## config.mk

```make
export PLATFORM = sky130hd
export DESIGN_NAME = branch_predict_resolve
export DESIGN_NICKNAME = d
export VERILOG_FILES = /design/src/rtl/branch_pkg.sv /design/src/rtl/btb_table.sv /design/src/rtl/branch_predict_resolve.sv
export SDC_FILE = /design/constraint.sdc
export NUM_CORES = 1
export LEC_CHECK = 0
export BUFFER_PORTS_ARGS = -buffer_cell sky130_fd_sc_hd__buf_2
export CAP_MARGIN = 15
export CORE_AREA = 5 5 199 201
export CTS_CLUSTER_SIZE = 28
export DETAILED_ROUTE_END_ITERATION = 7
export DIE_AREA = 0 0 204 206
export GPL_TIMING_DRIVEN = 0
export PLACE_DENSITY_LB_ADDON = 0.1
export SLEW_MARGIN = 30
export SYNTH_ARGS = -nofsm -noshare
export SYNTH_HDL_FRONTEND = slang
export SYNTH_HIERARCHICAL = 1
export SYNTH_SLANG_ARGS = --single-unit
```

## constraint.sdc

```tcl
create_clock -name clk -period 5.73 [get_ports clk]
set_input_delay 0.573 -clock clk [delete_from_list [all_inputs] [get_ports clk]]
set_output_delay 0.573 -clock clk [all_outputs]
set_load 0.02 [all_outputs]
```

## src/rtl/branch_pkg.sv

```systemverilog
// Shared opcode encoding, resolution FSM states and BTB entry layout for the
// decode-stage branch unit.
package branch_pkg;

  typedef enum logic [3:0] {
    PC_INIT = 4'd0,
    ADDI    = 4'd1,
    ADDS    = 4'd2,
    BLT     = 4'd3,
    B       = 4'd4,
    CBZ     = 4'd5,
    LDUR    = 4'd6,
    LSL     = 4'd7,
    LSR     = 4'd8,
    MUL     = 4'd9,
    STUR    = 4'd10,
    SUBS    = 4'd11,
    INV     = 4'd12
  } opcode_e;

  typedef enum logic [1:0] {RUN, REDIR, SQUASH} bru_state_t;

  // Entries are sized for the widest PC; narrower builds zero-extend into them.
  localparam int BTB_TAG_W = 64;
  localparam int BTB_TGT_W = 64;

  typedef struct packed {
    logic                 valid;
    logic [BTB_TAG_W-1:0] tag;
    logic [BTB_TGT_W-1:0] target;
  } btb_entry_t;

endpackage

```

## src/rtl/btb_table.sv

```systemverilog
// Direct-mapped branch target buffer plus saturating-counter history table.
// Combinational lookup from fetch PC; one write per cycle from decode resolution.
module btb_table
  import branch_pkg::*;
#(
  parameter int DEPTH  = 64,
  parameter int CTR_W  = 2,
  parameter int ADDR_W = 64
) (
  input  logic              clk,
  input  logic              rst_n,
  input  logic [ADDR_W-1:0] lookup_pc,
  output logic              lookup_taken,
  output logic [ADDR_W-1:0] lookup_target,
  input  logic              upd_en,
  input  logic              upd_is_branch,
  input  logic              upd_taken,
  input  logic [ADDR_W-1:0] upd_pc,
  input  logic [ADDR_W-1:0] upd_target
);

  localparam int IDX_W = $clog2(DEPTH);
  localparam logic [CTR_W-1:0] CTR_MAX    = '1;
  localparam logic [CTR_W-1:0] CTR_WEAK_T = CTR_W'(1) << (CTR_W - 1);
  localparam logic [CTR_W-1:0] CTR_WEAK_N = CTR_WEAK_T - CTR_W'(1);

  btb_entry_t       entries [DEPTH];
  logic [CTR_W-1:0] ctrs    [DEPTH];

  logic [IDX_W-1:0]     rd_idx, wr_idx;
  logic [BTB_TAG_W-1:0] rd_tag, wr_tag;
  btb_entry_t           rd_entry, wr_cur, wr_entry;
  logic [CTR_W-1:0]     cur_ctr, wr_ctr;
  logic                 wr_hit, wr_en;
  logic                 unused_bits;

  assign rd_idx = lookup_pc[IDX_W+1:2];
  assign rd_tag = BTB_TAG_W'(lookup_pc[ADDR_W-1:IDX_W+2]);
  assign wr_idx = upd_pc[IDX_W+1:2];
  assign wr_tag = BTB_TAG_W'(upd_pc[ADDR_W-1:IDX_W+2]);
  assign unused_bits = ^{lookup_pc[1:0], upd_pc[1:0]};

  assign rd_entry      = entries[rd_idx];
  assign lookup_taken  = rd_entry.valid && (rd_entry.tag == rd_tag) && ctrs[rd_idx][CTR_W-1];
  assign lookup_target = rd_entry.target[ADDR_W-1:0];

  assign wr_cur  = entries[wr_idx];
  assign cur_ctr = ctrs[wr_idx];
  assign wr_hit  = wr_cur.valid && (wr_cur.tag == wr_tag);
  // Non-branches only touch the table to evict a stale alias they hit.
  assign wr_en   = upd_en && (upd_is_branch || wr_hit);

  always_comb begin
    wr_entry = wr_cur;
    wr_ctr   = cur_ctr;
    if (!upd_is_branch) begin
      wr_entry.valid = 1'b0;
    end else if (wr_hit) begin
      if (upd_taken) begin
        wr_entry.target = BTB_TGT_W'(upd_target);
        if (cur_ctr != CTR_MAX) wr_ctr = cur_ctr + 1'b1;
      end else if (cur_ctr != '0) begin
        wr_ctr = cur_ctr - 1'b1;
      end
    end else begin
      wr_entry.valid  = 1'b1;
      wr_entry.tag    = wr_tag;
      wr_entry.target = BTB_TGT_W'(upd_target);
      wr_ctr          = upd_taken ? CTR_WEAK_T : CTR_WEAK_N;
    end
  end

  always_ff @(posedge clk or negedge rst_n) begin
    if (!rst_n) begin
      for (int i = 0; i < DEPTH; i++) begin
        entries[i] <= '0;
        ctrs[i]    <= CTR_WEAK_N;
      end
    end else if (wr_en) begin
      entries[wr_idx] <= wr_entry;
      ctrs[wr_idx]    <= wr_ctr;
    end
  end

endmodule

```

## src/rtl/branch_predict_resolve.sv

```systemverilog
// Decode-stage branch resolution with redirect/flush sequencing and an optional
// fetch-side BTB predictor, built only when BRU_PREDICT_EN is defined.
module branch_predict_resolve
  import branch_pkg::*;
#(
  parameter int ADDR_W = 64,
  parameter int DEPTH  = 64,
  parameter int CTR_W  = 2
) (
  input  logic              clk,
  input  logic              rst_n,
  input  logic [ADDR_W-1:0] if_pc,
  output logic              if_pred_taken,
  output logic [ADDR_W-1:0] if_pred_target,
  input  logic              id_valid,
  input  logic              id_stall,
  input  logic [ADDR_W-1:0] id_pc,
  input  logic [3:0]        id_opcode,
  input  logic [ADDR_W-1:0] id_imm19,
  input  logic [ADDR_W-1:0] id_imm26,
  input  logic [ADDR_W-1:0] id_db,
  input  logic              id_n,
  input  logic              id_v,
  input  logic              id_pred_taken,
  input  logic [ADDR_W-1:0] id_pred_target,
  output logic              redirect_valid,
  output logic [ADDR_W-1:0] redirect_pc,
  output logic              flush
);

  bru_state_t        state_reg, state_next;
  logic [ADDR_W-1:0] redirect_pc_reg;
  logic              accept, is_branch, actual_taken, mispredict;
  logic [ADDR_W-1:0] br_target, correct_pc;

  always_comb begin
    is_branch    = 1'b0;
    actual_taken = 1'b0;
    br_target    = id_pc + (id_imm19 << 2);
    case (id_opcode)
      B: begin
        is_branch    = 1'b1;
        actual_taken = 1'b1;
        br_target    = id_pc + (id_imm26 << 2);
      end
      BLT: begin
        is_branch    = 1'b1;
        actual_taken = id_n ^ id_v;
      end
      CBZ: begin
        is_branch    = 1'b1;
        actual_taken = (id_db == '0);
      end
      default: ;
    endcase
  end

  assign accept     = id_valid && !id_stall && (state_reg == RUN);
  assign correct_pc = actual_taken ? br_target : id_pc + ADDR_W'(4);
  // A non-branch is never taken, so a predicted-taken alias falls out here too.
  assign mispredict = (id_pred_taken != actual_taken) ||
                      (id_pred_taken && actual_taken && (id_pred_target != br_target));

  always_comb begin
    state_next     = state_reg;
    redirect_valid = 1'b0;
    flush          = 1'b0;
    case (state_reg)
      RUN:     if (accept && mispredict) state_next = REDIR;
      REDIR: begin
        state_next     = SQUASH;
        redirect_valid = 1'b1;
        flush          = 1'b1;
      end
      SQUASH: begin
        state_next = RUN;
        flush      = 1'b1;
      end
      default: state_next = RUN;
    endcase
  end

  always_ff @(posedge clk or negedge rst_n) begin
    if (!rst_n) begin
      state_reg       <= RUN;
      redirect_pc_reg <= '0;
    end else begin
      state_reg <= state_next;
      if (accept && mispredict) redirect_pc_reg <= correct_pc;
    end
  end

  assign redirect_pc = redirect_pc_reg;

`ifdef BRU_PREDICT_EN
  btb_table #(
    .DEPTH (DEPTH),
    .CTR_W (CTR_W),
    .ADDR_W(ADDR_W)
  ) u_btb (
    .clk          (clk),
    .rst_n        (rst_n),
    .lookup_pc    (if_pc),
    .lookup_taken (if_pred_taken),
    .lookup_target(if_pred_target),
    .upd_en       (accept),
    .upd_is_branch(is_branch),
    .upd_taken    (actual_taken),
    .upd_pc       (id_pc),
    .upd_target   (br_target)
  );
`else
  logic unused_pred;
  assign unused_pred    = ^{if_pc, is_branch};
  assign if_pred_taken  = 1'b0;
  assign if_pred_target = '0;
`endif

endmodule
```

==> results.tsv <==
metric	value	unit
Post-DP HPWL	55200	microns
final core occ	43.8	%
crit path DAT	6.38	ns
fin crit share	108	%
Slew Viols, Final	0	
R2R Setup Slk	3.62	ns
ys async rst share	100	%
Critical Path Source Type	primary input	
wire per inst	25.2	microns
post-synthesis sequential element count	66	
total of max-cap violations	0	
# IOs	526	
Seq/Total Area, Yosys	14.3	%
First-pass DRT Iterations	6	
Post-Synth XOR/XNOR Area	14.7	%
first-pass GRT wire length	89600	microns
Chip Width	204	microns
failing checks	setup timing	
Synth Flop Type	dfrtp_1	
Rows	71	
Power Density	249	nW/um^2
Synth-to-Final Area Change	42.1	%
Final Hold Viols	0	
highest net fanout along the worst path	11	
clock-pin transition on the worst setup and hold timing paths	0.06	ns
Synth Area in Adders	7.89	%
Worst Slack Setup Final	-0.430	ns
CTS H-tree depth	3	
GRT Resource Usage Total	28.7	%
area of the multi-input gates	10300	sq um
Leak	7.37	nW
Worst Setup End Kind	register	
1st-iter DRT viols	1251	
post-synthesis simple-gate area fraction	22.1	%
clock root cell	clkbuf_16	
# fillers	3935	
GRT met2 Usage	48.1	%
Max VDD drop	0.000127	V
vias in the first global route	13500	
clk sinks	66	
Distinct cells, synth	87	
synth warn	6	
cts hold-fix bufs	0	
# DRC	0	
FMAX	162	MHz
post-synthesis compound-gate area fraction	20.1	%
register area	1650	sq um
Post-synth EDFFs	0	
worst slew pin tran	0.832	ns
RSZ-0062 raised after global routing	yes	
Worst slew margin	44.0	%
clock skew	0.00412	ns
post-synthesis mux area share	12.8	%
global placement routability congestion	0.977	
antenna violations before repair	8	
critical path required time	5.95	ns
max reg flops	64	
CTS Buf Count	9	
Reg2Reg Depth	9	
Final setup viols	66	
status	finished with violations	
total die area	42000	sq um
Final #Nets	2482	
pin count of the biggest net entering global routing	48	
worst-case clock buffer depth	2	
launching point of the worst reg2reg path	state_reg[0]	
busiest grt layer	met2	
Worst Hold Class	in -> async	
total grt overflow	0	
post-route antenna net violation count	0	
Period minus WS final	6.16	ns
worst r2r dst	redirect_pc[12]	
Die H	206	microns
Avg Cell Area, Syn	7.62	sq um
Cells after Synth	1511	
initial core utilization	30.8	%
met1 Track Usage GR	39.3	%
Worst-Skew Late Latency	0.33	ns
GR Layer Usage met3	4.00	%
CTS tree	done	
I/O Buffers	392	
DRT Wirelength	64000	microns
CORE AREA	37400	sq um
Via Count	13800	
fraction of layout cells with a size suffix above 1	40.5	%
largest family of logic cells by synthesized area	simple AND/OR/NAND/NOR gates	
mapped cell area	11500	sq um
kind of critical path	in -> reg	
vias per cell	5.43	
final hold slack	0.122	ns
[layout make-up]
type / instances / share of cell area, %
buffer: 111 / 5.01
timing repair buffer: 453 / 15.6
sequential: 66 / 10.1
tap: 511 / 3.91
clock inverter: 5 / 0.183
clock buffer: 11 / 1.48
inverter: 32 / 0.734
multi-input combinational: 1342 / 62.9
antenna: 5 / 0.0764
[critical path, stage by stage]
cell	delay, ns
buf_6	0.09
nand2b_4	0.14
nor3_4	0.14
buf_4	0.29
mux2_2	0.41
ha_1	0.55
nand2_1	0.31
nor3_4	0.25
buf_4	0.19
a221oi_4	0.10
buf_4	0.18
o21ai_0	0.33
o211a_1	0.31
nor3_1	0.11
a2111oi_2	0.36
nand4_1	0.21
nor4_4	0.32
or4b_4	0.55
a22oi_2	0.18
buf_6	0.15
buf_12	0.13
buf_12	0.14
mux2_1	0.32
[what timing repair did]
| action | in CTS | in global routing |
|---|---|---|
| gates cloned | 1 | 1 |
| setup endpoints to repair | 66 | 66 |
| buffers inserted | 47 | 11 |
| pin swaps | 41 | 23 |
| hold endpoints to repair | 0 | 0 |
| resized for setup | 221 | 64 |
[layer usage]
| layer | routed length (microns) | part of all wire [%] |
|---|---|---|
| met1 | 27700 | 43 |
| met2 | 29800 | 47 |
| met3 | 4820 | 7.5 |
| met4 | 1530 | 2.4 |
| met5 | 41 | 0.064 |
[worst max-delay path by stage]
| stage | startpoint | end |
|---|---|---|
| global placement | id_opcode[1] | redirect_pc[1] |
| global route | id_opcode[1] | redirect_pc[11] |
| floorplan | id_opcode[1] | redirect_pc[27] |
| CTS | id_opcode[1] | redirect_pc[12] |
| finish | id_opcode[1] | redirect_pc[12] |
| detailed placement | id_opcode[1] | redirect_pc[1] |
[power breakdown]
group          internal [mW]  total [mW]  leakage (nW)  switching (mW)
clock                  0.302       0.511         0.131           0.209
sequential             0.703       0.850         0.785           0.147
combinational           1.11        2.71          6.45            1.61
total                   2.11        4.07          7.37            1.96
[cells in the mapped netlist (all sizes together) (9+ instances only)]
master  number  area share [%]
nand2      167             5.5
mux2       121              12
nor2       119             3.9
o21ai      117             5.2
xnor2      117             8.9
a21oi      112             4.9
buf         85             5.4
ha          71             7.7
dfrtp       66              14
xor2        61             4.6
nand4       54             2.9
nand3       52             2.3
clkbuf      50             1.6
nor4        35             1.9
inv         32             1.0
a21o        20             1.3
nor3        19            0.83
a211oi      15            0.98
and3        14            0.76
mux2i       11            0.96
o21a        10            0.65
a221oi       9            0.74
[cells by family after synthesis]
family / after synthesis
and+or+nand+nor: 522
AOI/OAI and AO/OA: 367
xor gates and xnor gates: 184
buffers and inverters: 167
muxes: 132
adders and majority gates: 72
DFF: 66
other: 1
[layout by cell type, fill, tap and decap left out, types with 14 or more instances in the layout]
cell type  Yosys  routed
a21oi_2        2      15
o21ai_1       11      15
inv_1         32      32
nand3_1       51      50
nor3_1        19      14
dfrtp_1       66      66
o21ai_0      104      83
nor4_1        35      28
a21o_1        20      18
xor2_1        61      58
clkbuf_1      50      20
buf_4         65     119
mux2_2        73      71
xnor2_1      117     106
mux2_4         0      38
nand4_1       54      54
and3_1        14      14
a21oi_1      110      89
nor2_1       119     114
buf_2         11     396
ha_1          71      55
o21ai_2        1      15
nand2_1      166     162
conb_1         1      65
[metrics by stage]
stage,TNS (ns),cells,worst slack [ns],power (mW),cell area [sq um]
6_report,-24.80,2536,-0.430,4.07,16400
3_5_place_dp,-186.27,2479,-2.91,3.15,14400
4_1_cts,-20.56,2521,-0.366,3.93,16000
3_3_place_gp,-189.21,2478,-2.94,3.14,14400
5_1_grt,-30.30,2536,-0.520,4.29,16400
2_1_floorplan,0,1575,0.0570,2.20,11800
Note: power is estimated with default switching activity, not from simulation.
